`config.mk`:
```
export PLATFORM = sky130hd
export DESIGN_NAME = mem_access_unit
export DESIGN_NICKNAME = d
export VERILOG_FILES = /design/src/rtl/mem_access_unit.sv
export SDC_FILE = /design/constraint.sdc
export NUM_CORES = 1
export LEC_CHECK = 0
export ABC_AREA = 0
export ABC_CLOCK_PERIOD_IN_PS = 2230
export CAP_MARGIN = 40
export CORE_ASPECT_RATIO = 1.2
export CORE_UTILIZATION = 40
export CTS_CLUSTER_SIZE = 12
export DETAILED_ROUTE_END_ITERATION = 7
export PLACE_DENSITY = 0.7
export SYNTH_ARGS = -nofsm -noshare
export SYNTH_HDL_FRONTEND = slang
export SYNTH_SLANG_ARGS = --single-unit
```
`constraint.sdc`:
```
create_clock -name clk -period 2.23 [get_ports clk]
set_clock_uncertainty 0.2 [all_clocks]
set_input_delay 0.3345 -clock clk [delete_from_list [all_inputs] [get_ports clk]]
set_output_delay 0.3345 -clock clk [all_outputs]
set_load 0.05 [all_outputs]
```
`src/rtl/mem_access_unit.sv`:
```
// Memory-access stage: turns decoded store/load operations into one data-memory
// transaction (request/grant, then read-valid for loads), positions store bytes
// on little-endian lanes, and formats load results for register writeback.
module mem_access_unit #(
    parameter int TIMEOUT_CYCLES = 255
) (
    input  logic        clk,
    input  logic        resetn,
    input  logic        in_valid,
    output logic        in_ready,
    input  logic [4:0]  mem_wen_pick,
    input  logic        mem_read,
    input  logic [15:0] reg_write_src,
    input  logic [31:0] addr,
    input  logic [31:0] rt_data,
    output logic        mem_req,
    output logic [31:0] mem_addr,
    output logic [3:0]  mem_wen,
    output logic [31:0] mem_wdata,
    input  logic        mem_gnt,
    input  logic        mem_rvalid,
    input  logic [31:0] mem_rdata,
    output logic        out_valid,
    output logic [31:0] load_data,
    output logic        addr_err,
    output logic        bus_err
);

    typedef enum logic [1:0] {S_IDLE, S_REQ, S_WAIT_R, S_DONE} state_t;

    typedef enum logic [3:0] {
        OP_NONE, OP_SW, OP_SH, OP_SB, OP_SWL, OP_SWR,
        OP_LW, OP_LH, OP_LHU, OP_LB, OP_LBU, OP_LWL, OP_LWR
    } op_t;

    // Last counter value before a wait in REQ or WAIT_R is abandoned.
    localparam logic [15:0] CNT_LAST = 16'(TIMEOUT_CYCLES - 1);

    state_t      r_state, w_next_state;
    op_t         r_op, w_op;
    logic [1:0]  r_a;
    logic [31:0] r_rt;
    logic [29:0] r_word;
    logic [3:0]  r_wen, w_wen;
    logic [31:0] r_wdata, w_wdata;
    logic [15:0] r_cnt;
    logic [31:0] r_load_data, w_fmt;
    logic        r_addr_err, r_bus_err;
    logic        w_misaligned, w_timeout, w_is_store;
    logic [7:0]  w_byte;
    logic [15:0] w_half;
    logic        w_unused;

    // Writeback one-hot bits that do not select a load kind are don't-care.
    assign w_unused = ^{reg_write_src[6:0], reg_write_src[15:14]};

    // Decode the incoming operation; stores beat loads, sw>sh>sb>swl>swr.
    always_comb begin
        // NOTE: every always_comb output gets a default first so no path can infer a latch.
        w_op = OP_NONE;
        if      (mem_wen_pick[0]) w_op = OP_SW;
        else if (mem_wen_pick[1]) w_op = OP_SH;
        else if (mem_wen_pick[2]) w_op = OP_SB;
        else if (mem_wen_pick[3]) w_op = OP_SWL;
        else if (mem_wen_pick[4]) w_op = OP_SWR;
        else if (mem_read) begin
            if      (reg_write_src[13]) w_op = OP_LW;
            else if (reg_write_src[9])  w_op = OP_LH;
            else if (reg_write_src[10]) w_op = OP_LHU;
            else if (reg_write_src[7])  w_op = OP_LB;
            else if (reg_write_src[8])  w_op = OP_LBU;
            else if (reg_write_src[11]) w_op = OP_LWL;
            else if (reg_write_src[12]) w_op = OP_LWR;
            else                        w_op = OP_LW;
        end
    end

    assign w_misaligned = ((w_op == OP_SW || w_op == OP_LW) && addr[1:0] != 2'b00) ||
                          ((w_op == OP_SH || w_op == OP_LH || w_op == OP_LHU) && addr[0]);

    // Byte-lane enables and lane-positioned store data for the incoming store.
    always_comb begin
        w_wen   = 4'b0000;
        w_wdata = 32'h0;
        case (w_op)
            OP_SW: begin
                w_wen   = 4'b1111;
                w_wdata = rt_data;
            end
            OP_SH: begin
                w_wen   = addr[1] ? 4'b1100 : 4'b0011;
                w_wdata = {2{rt_data[15:0]}};
            end
            OP_SB: begin
                w_wen   = 4'b0001 << addr[1:0];
                w_wdata = {4{rt_data[7:0]}};
            end
            OP_SWL: begin
                case (addr[1:0])
                    2'd0: begin w_wen = 4'b0001; w_wdata = {24'h0, rt_data[31:24]}; end
                    2'd1: begin w_wen = 4'b0011; w_wdata = {16'h0, rt_data[31:16]}; end
                    2'd2: begin w_wen = 4'b0111; w_wdata = {8'h0, rt_data[31:8]};   end
                    default: begin w_wen = 4'b1111; w_wdata = rt_data;              end
                endcase
            end
            OP_SWR: begin
                case (addr[1:0])
                    2'd0: begin w_wen = 4'b1111; w_wdata = rt_data;                  end
                    2'd1: begin w_wen = 4'b1110; w_wdata = {rt_data[23:0], 8'h0};   end
                    2'd2: begin w_wen = 4'b1100; w_wdata = {rt_data[15:0], 16'h0};  end
                    default: begin w_wen = 4'b1000; w_wdata = {rt_data[7:0], 24'h0}; end
                endcase
            end
            default: ;
        endcase
    end

    // Align, extend or merge the returned word for the latched load kind.
    always_comb begin
        w_fmt  = 32'h0;
        w_half = r_a[1] ? mem_rdata[31:16] : mem_rdata[15:0];
        case (r_a)
            2'd0:    w_byte = mem_rdata[7:0];
            2'd1:    w_byte = mem_rdata[15:8];
            2'd2:    w_byte = mem_rdata[23:16];
            default: w_byte = mem_rdata[31:24];
        endcase
        case (r_op)
            OP_LW:  w_fmt = mem_rdata;
            OP_LB:  w_fmt = {{24{w_byte[7]}}, w_byte};
            OP_LBU: w_fmt = {24'h0, w_byte};
            OP_LH:  w_fmt = {{16{w_half[15]}}, w_half};
            OP_LHU: w_fmt = {16'h0, w_half};
            OP_LWL: begin
                case (r_a)
                    2'd0:    w_fmt = {mem_rdata[7:0], r_rt[23:0]};
                    2'd1:    w_fmt = {mem_rdata[15:0], r_rt[15:0]};
                    2'd2:    w_fmt = {mem_rdata[23:0], r_rt[7:0]};
                    default: w_fmt = mem_rdata;
                endcase
            end
            OP_LWR: begin
                case (r_a)
                    2'd0:    w_fmt = mem_rdata;
                    2'd1:    w_fmt = {r_rt[31:24], mem_rdata[31:8]};
                    2'd2:    w_fmt = {r_rt[31:16], mem_rdata[31:16]};
                    default: w_fmt = {r_rt[31:8], mem_rdata[31:24]};
                endcase
            end
            default: w_fmt = 32'h0;
        endcase
    end

    assign w_timeout  = (r_cnt == CNT_LAST);
    assign w_is_store = (r_op == OP_SW || r_op == OP_SH || r_op == OP_SB ||
                         r_op == OP_SWL || r_op == OP_SWR);

    // State register; reset aborts any transaction in flight.
    always_ff @(posedge clk or negedge resetn) begin
        if (!resetn) r_state <= S_IDLE;
        // NOTE: sequential state uses non-blocking assignment so all flops update together.
        else         r_state <= w_next_state;
    end

    // Next-state logic; a grant or read-valid wins over a same-cycle timeout.
    always_comb begin
        w_next_state = r_state;
        case (r_state)
            S_IDLE: begin
                if (in_valid)
                    w_next_state = (w_op == OP_NONE || w_misaligned) ? S_DONE : S_REQ;
            end
            S_REQ: begin
                if (mem_gnt)        w_next_state = w_is_store ? S_DONE : S_WAIT_R;
                else if (w_timeout) w_next_state = S_DONE;
            end
            S_WAIT_R: begin
                if (mem_rvalid || w_timeout) w_next_state = S_DONE;
            end
            default: w_next_state = S_IDLE;
        endcase
    end

    // Operation latch, wait counter and completion result registers.
    always_ff @(posedge clk or negedge resetn) begin
        if (!resetn) begin
            r_op        <= OP_NONE;
            r_a         <= 2'b00;
            r_rt        <= 32'h0;
            r_word      <= 30'h0;
            r_wen       <= 4'b0000;
            r_wdata     <= 32'h0;
            r_cnt       <= 16'h0;
            r_load_data <= 32'h0;
            r_addr_err  <= 1'b0;
            r_bus_err   <= 1'b0;
        end else begin
            case (r_state)
                S_IDLE: begin
                    if (in_valid) begin
                        r_op        <= w_op;
                        r_a         <= addr[1:0];
                        r_rt        <= rt_data;
                        r_word      <= addr[31:2];
                        r_wen       <= w_wen;
                        r_wdata     <= w_wdata;
                        r_cnt       <= 16'h0;
                        r_load_data <= 32'h0;
                        r_addr_err  <= w_misaligned;
                        r_bus_err   <= 1'b0;
                    end
                end
                S_REQ: begin
                    if (mem_gnt)        r_cnt     <= 16'h0;
                    else if (w_timeout) r_bus_err <= 1'b1;
                    else                r_cnt     <= r_cnt + 16'd1;
                end
                S_WAIT_R: begin
                    if (mem_rvalid)     r_load_data <= w_fmt;
                    else if (w_timeout) r_bus_err   <= 1'b1;
                    else                r_cnt       <= r_cnt + 16'd1;
                end
                default: begin
                    r_load_data <= 32'h0;
                    r_addr_err  <= 1'b0;
                    r_bus_err   <= 1'b0;
                end
            endcase
        end
    end

    assign in_ready  = (r_state == S_IDLE);
    assign mem_req   = (r_state == S_REQ);
    assign out_valid = (r_state == S_DONE);
    assign mem_addr  = {r_word, 2'b00};
    assign mem_wen   = r_wen;
    assign mem_wdata = r_wdata;
    assign load_data = r_load_data;
    assign addr_err  = r_addr_err;
    assign bus_err   = r_bus_err;

endmodule
```
* Word-level counts from Yosys, hierarchy flattened
Cells that the tools add are included.
** Storage, ports and cells
- Input bits :: 123
- Logic and storage cells :: 121
- Bits in registers :: 156
** Cells by class
- Shift-type cells :: 1
- Add/subtract/negate cells :: 1
- Muxes and demuxes :: 47
- Reductions and logical operators :: 25
- Bitwise operators :: 2
- Equality and inequality tests :: 34
** Operators by type and width (number)
- $pmux 32 s3 :: 5
- $pmux 32 s7 :: 1
- $pmux 32 s5 :: 1
- $mux 16 :: 5
- $mux 32 :: 2
- $mux 4 :: 14
- $pmux 16 s3 :: 1
- $eq 4x3->1 const B :: 8
- $eq 4x4->1 const B :: 6
- $pmux 8 s3 :: 1
- $pmux 4 s5 :: 1
- $add 16x1->16 const B :: 1
- $eq 16x8->1 const B :: 1
- $eq 4x2->1 const B :: 4
- $pmux 4 s3 :: 1
- $reduce_and 3->1 :: 4
- $logic_or 1x1->1 :: 10
- $mux 2 :: 5
- $ne 2x2->1 const B :: 5
- $pmux 3 s3 :: 1
- $eq 2x2->1 const B :: 4
- $eq 4x1->1 const B :: 2
- $eq 2x1->1 const B :: 3
- $logic_not 2->1 :: 3
- other kinds (13) :: 21

* Longest topological paths before layout
Gate-level depths: netlist (run 1).
- Depth after elaboration :: 22
- Gate-level depth with buffers :: 10
- Depth with buffers taken out :: 8

* Least setup slack after synthesis (run 1)
Ideal clock, no wire load.
- Kind :: flip-flop to flip-flop
- Start :: register r_state[0]
- End :: register r_load_data[20] (netlist: load_data[20])
- Path buffers :: 3
- Arrival :: 2.376 ns
- Cell stages (with the launch flop) :: 11
- Setup time :: 0.118 ns
- Path slack :: -0.464 ns
- Required time :: 1.912 ns
- Path through :: dfrtp_1 inv_1 ha_1 nor2b_1 or3_1 clkbuf_1 or3b_1 clkbuf_1 clkbuf_1 a21oi_1 a21o_1
** On the way
- Longest elaborated chain between the ends :: 3
** Ends and longest elaborated chain
- start: declaration :: line 39 : state_t r_state, w_next_state;
- start signal: assignment :: line 162 : else r_state <= w_next_state;
- $logic_not 2->1 *
- via in_ready :: line 10 : output logic in_ready,
- $ne 2x2->1 (no line)
- $reduce_and 3->1 (no line)
- end signal: assignment :: line 219 : if (mem_rvalid) r_load_data <= w_fmt;
- end: declaration :: line 47 : logic [31:0] r_load_data, w_fmt;
Mark *: on every way through the listed nets, which the timed path passes. The rest lies on a longest branch.
A chain may end at the register's enable or synchronous reset.

* Worst setup path after layout (run 1)
- Start :: register r_a[1]
- End :: register r_load_data[20] (netlist: load_data[20])
** On the way
- Longest elaborated chain between the ends :: 5
** Ends and longest elaborated chain
- start: declaration :: line 41 : logic [1:0] r_a;
- start signal: assignment :: line 202 : r_a <= addr[1:0];
- $eq 2x2->1 (tied with other cells) :: line 122, 135, 143
- $pmux 32 s3 (tied with other cells) :: line 143 : case (r_a)
- $pmux 32 s7 * :: line 128 : case (r_op)
- $mux 32 * :: line 219
- $pmux 32 s3 * :: line 198 : case (r_state)
Mark *: on every way between the ends. The rest lies on a longest branch, timed or not. The select of a mux whose other input is x is not followed.

==> flow_summary.yaml, run 1 <==
timing:
  fin_ws_ns: -0.07642
  finalHoldViolCount: 0
  fin_tns_setup_ns: -0.7668
  final_max_slew_viol_count: 0
  final.min_clock_period_ns: 2.306
  relSlewSlack: 0.6073
  setup_viol: 20
  worstMarginPinSlew_ns: 0.5868
  fmax_mhz: 433.6
  rsz0062_at_grt: "yes"
  post-route-period-util: 1.034
logic_synthesis:
  synth_top_area_share: 0.4220
  synth.most_common_cell: "dfrtp_1"
  syn-cell-area_um2: 9250
  synth-main-ff-cell: "dfrtp_1"
  synth_edf_count: 0
  synthCells: 959
  synth_top_area_cell: "dfrtp_1"
  syn_avg_cell_area_um2: 9.646
  synthArstFlopShare: 1.000
  synth-seq-area-share: 0.4220
  ys_warn_count: 0
  ys_ff_latch: 156
  synth_cell_type_count: 74
  ys_top_cells_by_area: "dfrtp_1 (42%), mux2_2 (9.3%), nand2_1 (5.5%)"
  synthTopCellsByCount: "dfrtp_1 (156), nand2_1 (135), mux2_2 (76)"
worst_setup_path:
  reg2reg_slack_ns: -0.08
  critical_path.endpoint_type: "flip-flop"
  crit_arrival_ns: 2.44
  reg2reg_depth: 8
  cp_max_fo: 6
  startpoint_type: "flip-flop"
  crit_required_ns: 2.36
  r2r-start: "r_a[1]"
  reg2reg_to: "load_data[20]"
  crit_type: "flip-flop to flip-flop"
global_route:
  grt_pass1_vias: 9169
  track_usage: 0.2661
  grt_max_degree: 49
  grt_pass1_wl_mm: 49.27
  antenna_found_initial: 0
  grt_overflow: 0
route:
  drt_iter0_markers: 983
  wl_per_cell_um: 19.65
  ant_nets: 0
  vias: 9468
  post-route-drc-count: 0
  wirelength_mm: 31.54
  vias_per_cell: 5.899
  dr.pass1.iters: 7
placement:
  postPlaceCellArea_um2: 12920
  io_buffers: 216
  dpl.hpwl_mm: 22.73
  dp.cells: 1550
  dp_worst_setup_slack_ns: -0.7528
  routabilityCongestion: 0.9773
clock_network:
  worst_skew_pair.late_latency_ns: 0.43
  tritoncts: "done"
  ctsLongestPathBuffers: 2
  cts.reportedPaths.clkPinSlew_ns: 0.08
  cts_max_level: 4
  cts_sinks: 156
  root_buffer: "clkbuf_16"
  cts_made_buffers: 17
hold_path:
  hold_class: "input port to async pin"
finish:
  stdcell_area_um2: 14280
  fin_nets: 1442
  antenna_cells: 0
  utilization: 0.6342
  area_growth_syn_to_layout_pct: 54.42
  fillers: 1844
  drive_gt1_frac: 0.3062
  stdcell_count: 1605
run_status:
  violations: "setup timing"
  outcome: "finished, violations left"
floorplanning:
  io_pins: 228
  die_area_um2: 23740
  core_um2: 22520
  start_util: 0.4107
  rows: 60
  dieWidth_um: 140.8
  die_h_um: 168.6
run:
  cap_violations: 0
pwr:
  power_leakage_nw: 6.156
  peakVddDrop_mv: 0.7365
  powerDensity_nw_per_um2: 1107
-- metal layers --
metal	part of all wire	vias to the layer above	track usage
met4	0.036	0	0.1129
li1	-	4291	-
met2	0.48	480	0.4352
met1	0.41	4604	0.3440
met3	0.073	93	0.05177
met5	0	-	0
-- per-stage QoR --
stage	total power, mW	hold WS (ns)
3_5_place_dp	12.24	0.09492
4_1_cts	15.50	0.2023
2_1_floorplan	9.347	-0.1611
6_report	15.81	0.1885
5_1_grt	16.61	0.2219
3_3_place_gp	12.10	0.08789
-- flip-flops by register name, summed over array words and instances, names as in the netlist --
name / count
load_data: 32
r_a: 2
r_state: 2
r_op: 4
r_cnt: 16
bus_err: 1
r_word: 30
addr_err: 1
mem_wen: 4
mem_wdata: 32
r_rt: 32
-- layout make-up --
class	instances	area (µm²)	area share
clock buffer	17	425.4	0.02978
multi-input combinational	715	5433	0.3803
clock inverter	15	196.4	0.01375
tap	279	349.1	0.02444
timing repair buffer	407	3914	0.2740
sequential	156	3906	0.2735
inverter	16	60.06	0.004205
-- cell families (layout without fill, tap and decap cells) --
kind of cell / Yosys count / in the layout / synth area share
simple gates: 292 / 292 / 0.1515
compound gates: 287 / 287 / 0.2183
flops: 156 / 156 / 0.4220
mux: 112 / 112 / 0.1423
buf+inv: 89 / 455 / 0.04220
xor+xnor: 16 / 16 / 0.01515
fa+ha+maj: 6 / 6 / 0.008116
other cells: 1 / 2 / 0.0004054
-- report_power, final --
| part | leakage [nW] | internal, mW | switching (mW) | total, mW |
|---|---|---|---|---|
| registers | 2.00 | 3.74 | 0.699 | 4.44 |
| clock network | 0.299 | 1.63 | 1.44 | 3.07 |
| logic | 3.86 | 3.55 | 4.75 | 8.30 |
| total | 6.16 | 8.92 | 6.89 | 15.8 |
-- worst max path at each step --
stage,startpoint,end,slack [ns],cells past startpoint
after global routing,r_state[0],load_data[23],-0.13,9
after detailed placement,reg_write_src[10],mem_wdata[13],-0.75,9
after global placement,reg_write_src[8],mem_wdata[13],-0.72,9
after CTS,r_state[0],load_data[23],-0.05,9
final,r_a[1],load_data[20],-0.08,8
after floorplan,r_state[0],r_cnt[10],-0.12,6
-- worst max-delay path, cell delays in order, from the launching register on --
cell and delay [ns]:
dfrtp_2 0.39, buf_6 0.11, mux4_2 0.54, and3_4 0.19
o21ai_4 0.25, buf_12 0.19, buf_8 0.12, a21oi_1 0.06
a21o_1 0.16
-- timing repair --
action	4_1_cts	5_1_grt
gates cloned	3	1
buffers inserted	7	13
endpoints found under the setup margin	69	83
endpoints found under the hold margin	52	0
pin swaps	11	16
resized for setup	48	69
hold buffers	1	0
-- placed cells by master (no fill, tap or decap), types with 9 or more instances in the layout --
master,instances
a21o_1,11
a21oi_1,43
a21oi_2,9
a221oi_1,16
a222oi_1,18
a22o_1,24
a22oi_1,9
buf_12,15
buf_4,165
buf_6,10
clkbuf_16,18
clkdlybuf4s50_1,196
dfrtp_1,154
inv_1,14
mux2_2,76
mux2i_1,28
nand2_1,132
nand2b_1,10
nand3_1,14
nand3b_1,9
nor2_1,52
o211ai_1,17
o21ai_0,56
o21ai_1,18
xnor2_1,9
(Power assumes the default switching activity.)
==> run 2: changes to the inputs <==
- PLACE_DENSITY: 0.7 -> 0.69
==> run 2 against run 1 <==
- the run still ends with setup timing left
- total power shrank 0.95%
- setup slack gained 0.068 ns
- utilization shrank 0.32 points
- sequential cell count is the same
- sequential share of layout area grew 0.15 points
- die area is the same
- first-iteration DRC count grew 2.4%
==> flow_summary.yaml, run 2 (synthesized netlist as in run 1, its figures left out) <==
clock_network:
  worst_skew_pair.late_latency_ns: 0.43
  cts_made_buffers: 17
  cts_max_level: 4
  ctsLongestPathBuffers: 2
  tritoncts: "done"
  cts.reportedPaths.clkPinSlew_ns: 0.08
  cts_sinks: 156
  root_buffer: "clkbuf_16"
global_route:
  use_met2: 0.4298
  grt_pass1_wl_mm: 49.43
  grt_overflow: 0
  track_usage: 0.2652
  antenna_found_initial: 0
  grt_pass1_vias: 9339
  grt_max_degree: 47
  met3_usage: 0.04724
  grtUsageMet1: 0.3480
  top_usage_layer: "met2"
timing:
  post-route-period-util: 1.004
  finalHoldViolCount: 0
  worstMarginPinSlew_ns: 0.5854
  relSlewSlack: 0.6083
  fin_tns_setup_ns: -0.01330
  fin_ws_ns: -0.008185
  setup_viol: 2
  rsz0062_at_grt: "yes"
  final_max_slew_viol_count: 0
  hold-worst-slack_ns: 0.1841
  final.min_clock_period_ns: 2.238
  fmax_mhz: 446.8
finish:
  antenna_cells: 0
  drive_gt1_frac: 0.3023
  fin_nets: 1439
  area_growth_syn_to_layout_pct: 53.65
  layout_commonest_cell: "clkdlybuf4s50_1"
  mostFrequentLayoutCells: "clkdlybuf4s50_1 (197), buf_4 (158), dfrtp_1 (153)"
  utilization: 0.6311
  stdcell_area_um2: 14210
  stdcell_count: 1602
worst_setup_path:
  critical_path.endpoint_type: "flip-flop"
  reg2reg_slack_ns: -0.008
  crit_arrival_ns: 2.42
  startpoint_type: "flip-flop"
  reg2reg_to: "load_data[21]"
  cp_max_fo: 16
  crit_type: "flip-flop to flip-flop"
  r2r-start: "r_state[0]"
  crit_required_ns: 2.41
  startpoint: "r_state[0]"
  reg2reg_depth: 9
placement:
  dp.cells: 1553
  routabilityCongestion: 0.9466
  dpl.hpwl_mm: 22.82
  io_buffers: 216
  dp_worst_setup_slack_ns: -0.7651
  postPlaceCellArea_um2: 12990
route:
  post-route-drc-count: 0
  wl_per_cell_um: 19.68
  vias: 9337
  dr.pass1.iters: 6
  wirelength_mm: 31.53
  ant_nets: 0
  drt_iter0_markers: 1007
  vias_per_cell: 5.828
floorplanning:
  rows: 60
  start_util: 0.4107
  die_area_um2: 23740
  die_h_um: 168.6
  core_um2: 22520
  dieWidth_um: 140.8
  io_pins: 228
pwr:
  power_leakage_nw: 6.136
  powerDensity_nw_per_um2: 1102
  peakVddDrop_mv: 0.7173
  total_power_mw: 15.66
run_status:
  outcome: "finished, violations left"
  violations: "setup timing"
hold_path:
  hold_class: "input port to async pin"
run:
  cap_violations: 0
-- run 2: worst max path at each step --
stage	endpoint	slack (ns)	cells after the start
2_1_floorplan	r_cnt[10]	-0.12	6
3_3_place_gp	mem_wdata[31]	-0.69	9
3_5_place_dp	mem_wdata[31]	-0.77	9
4_1_cts	load_data[21]	-0.03	9
5_1_grt	load_data[21]	-0.08	9
6_report	load_data[21]	-0.008	9
-- run 2: critical path, cell delays in order (launching register included) --
cell     delay, ns
dfrtp_1       0.36
inv_2         0.06
ha_2          0.18
nor2b_1       0.14
or3_4         0.37
or3b_4        0.39
buf_12        0.16
buf_4         0.14
a21oi_2       0.10
a21o_1        0.09
-- run 2: per-layer routing --
metal  vias up  wire length, µm  share of wire
met5         -                0              0
met4         0             1078          0.034
met3        70             2484          0.079
met2       489            14950           0.47
met1      4489            13010           0.41
li1       4289                -              -
-- run 2: final cells by class --
class,instances,area [µm²]
Fill cell,1871,8309
Tap cell,279,349.1
Sequential cell,156,3908
Clock inverter,15,168.9
Clock buffer,17,425.4
Timing Repair Buffer,404,3908
Inverter,16,60.06
Multi-Input combinational cell,715,5394
-- run 2: power by group --
part           switching, mW  internal, mW  total (mW)
Clock                   1.43          1.51        2.95
Combinational           4.79          3.50        8.29
Sequential             0.674          3.75        4.42
-- run 2: timing repair --
item	CTS	global route
setup buffers	7	5
hold endpoints to repair	40	0
hold buffers	1	0
endpoints found under the setup margin	58	82
gates resized for setup	48	69
pin swaps	8	19
cloned	1	3
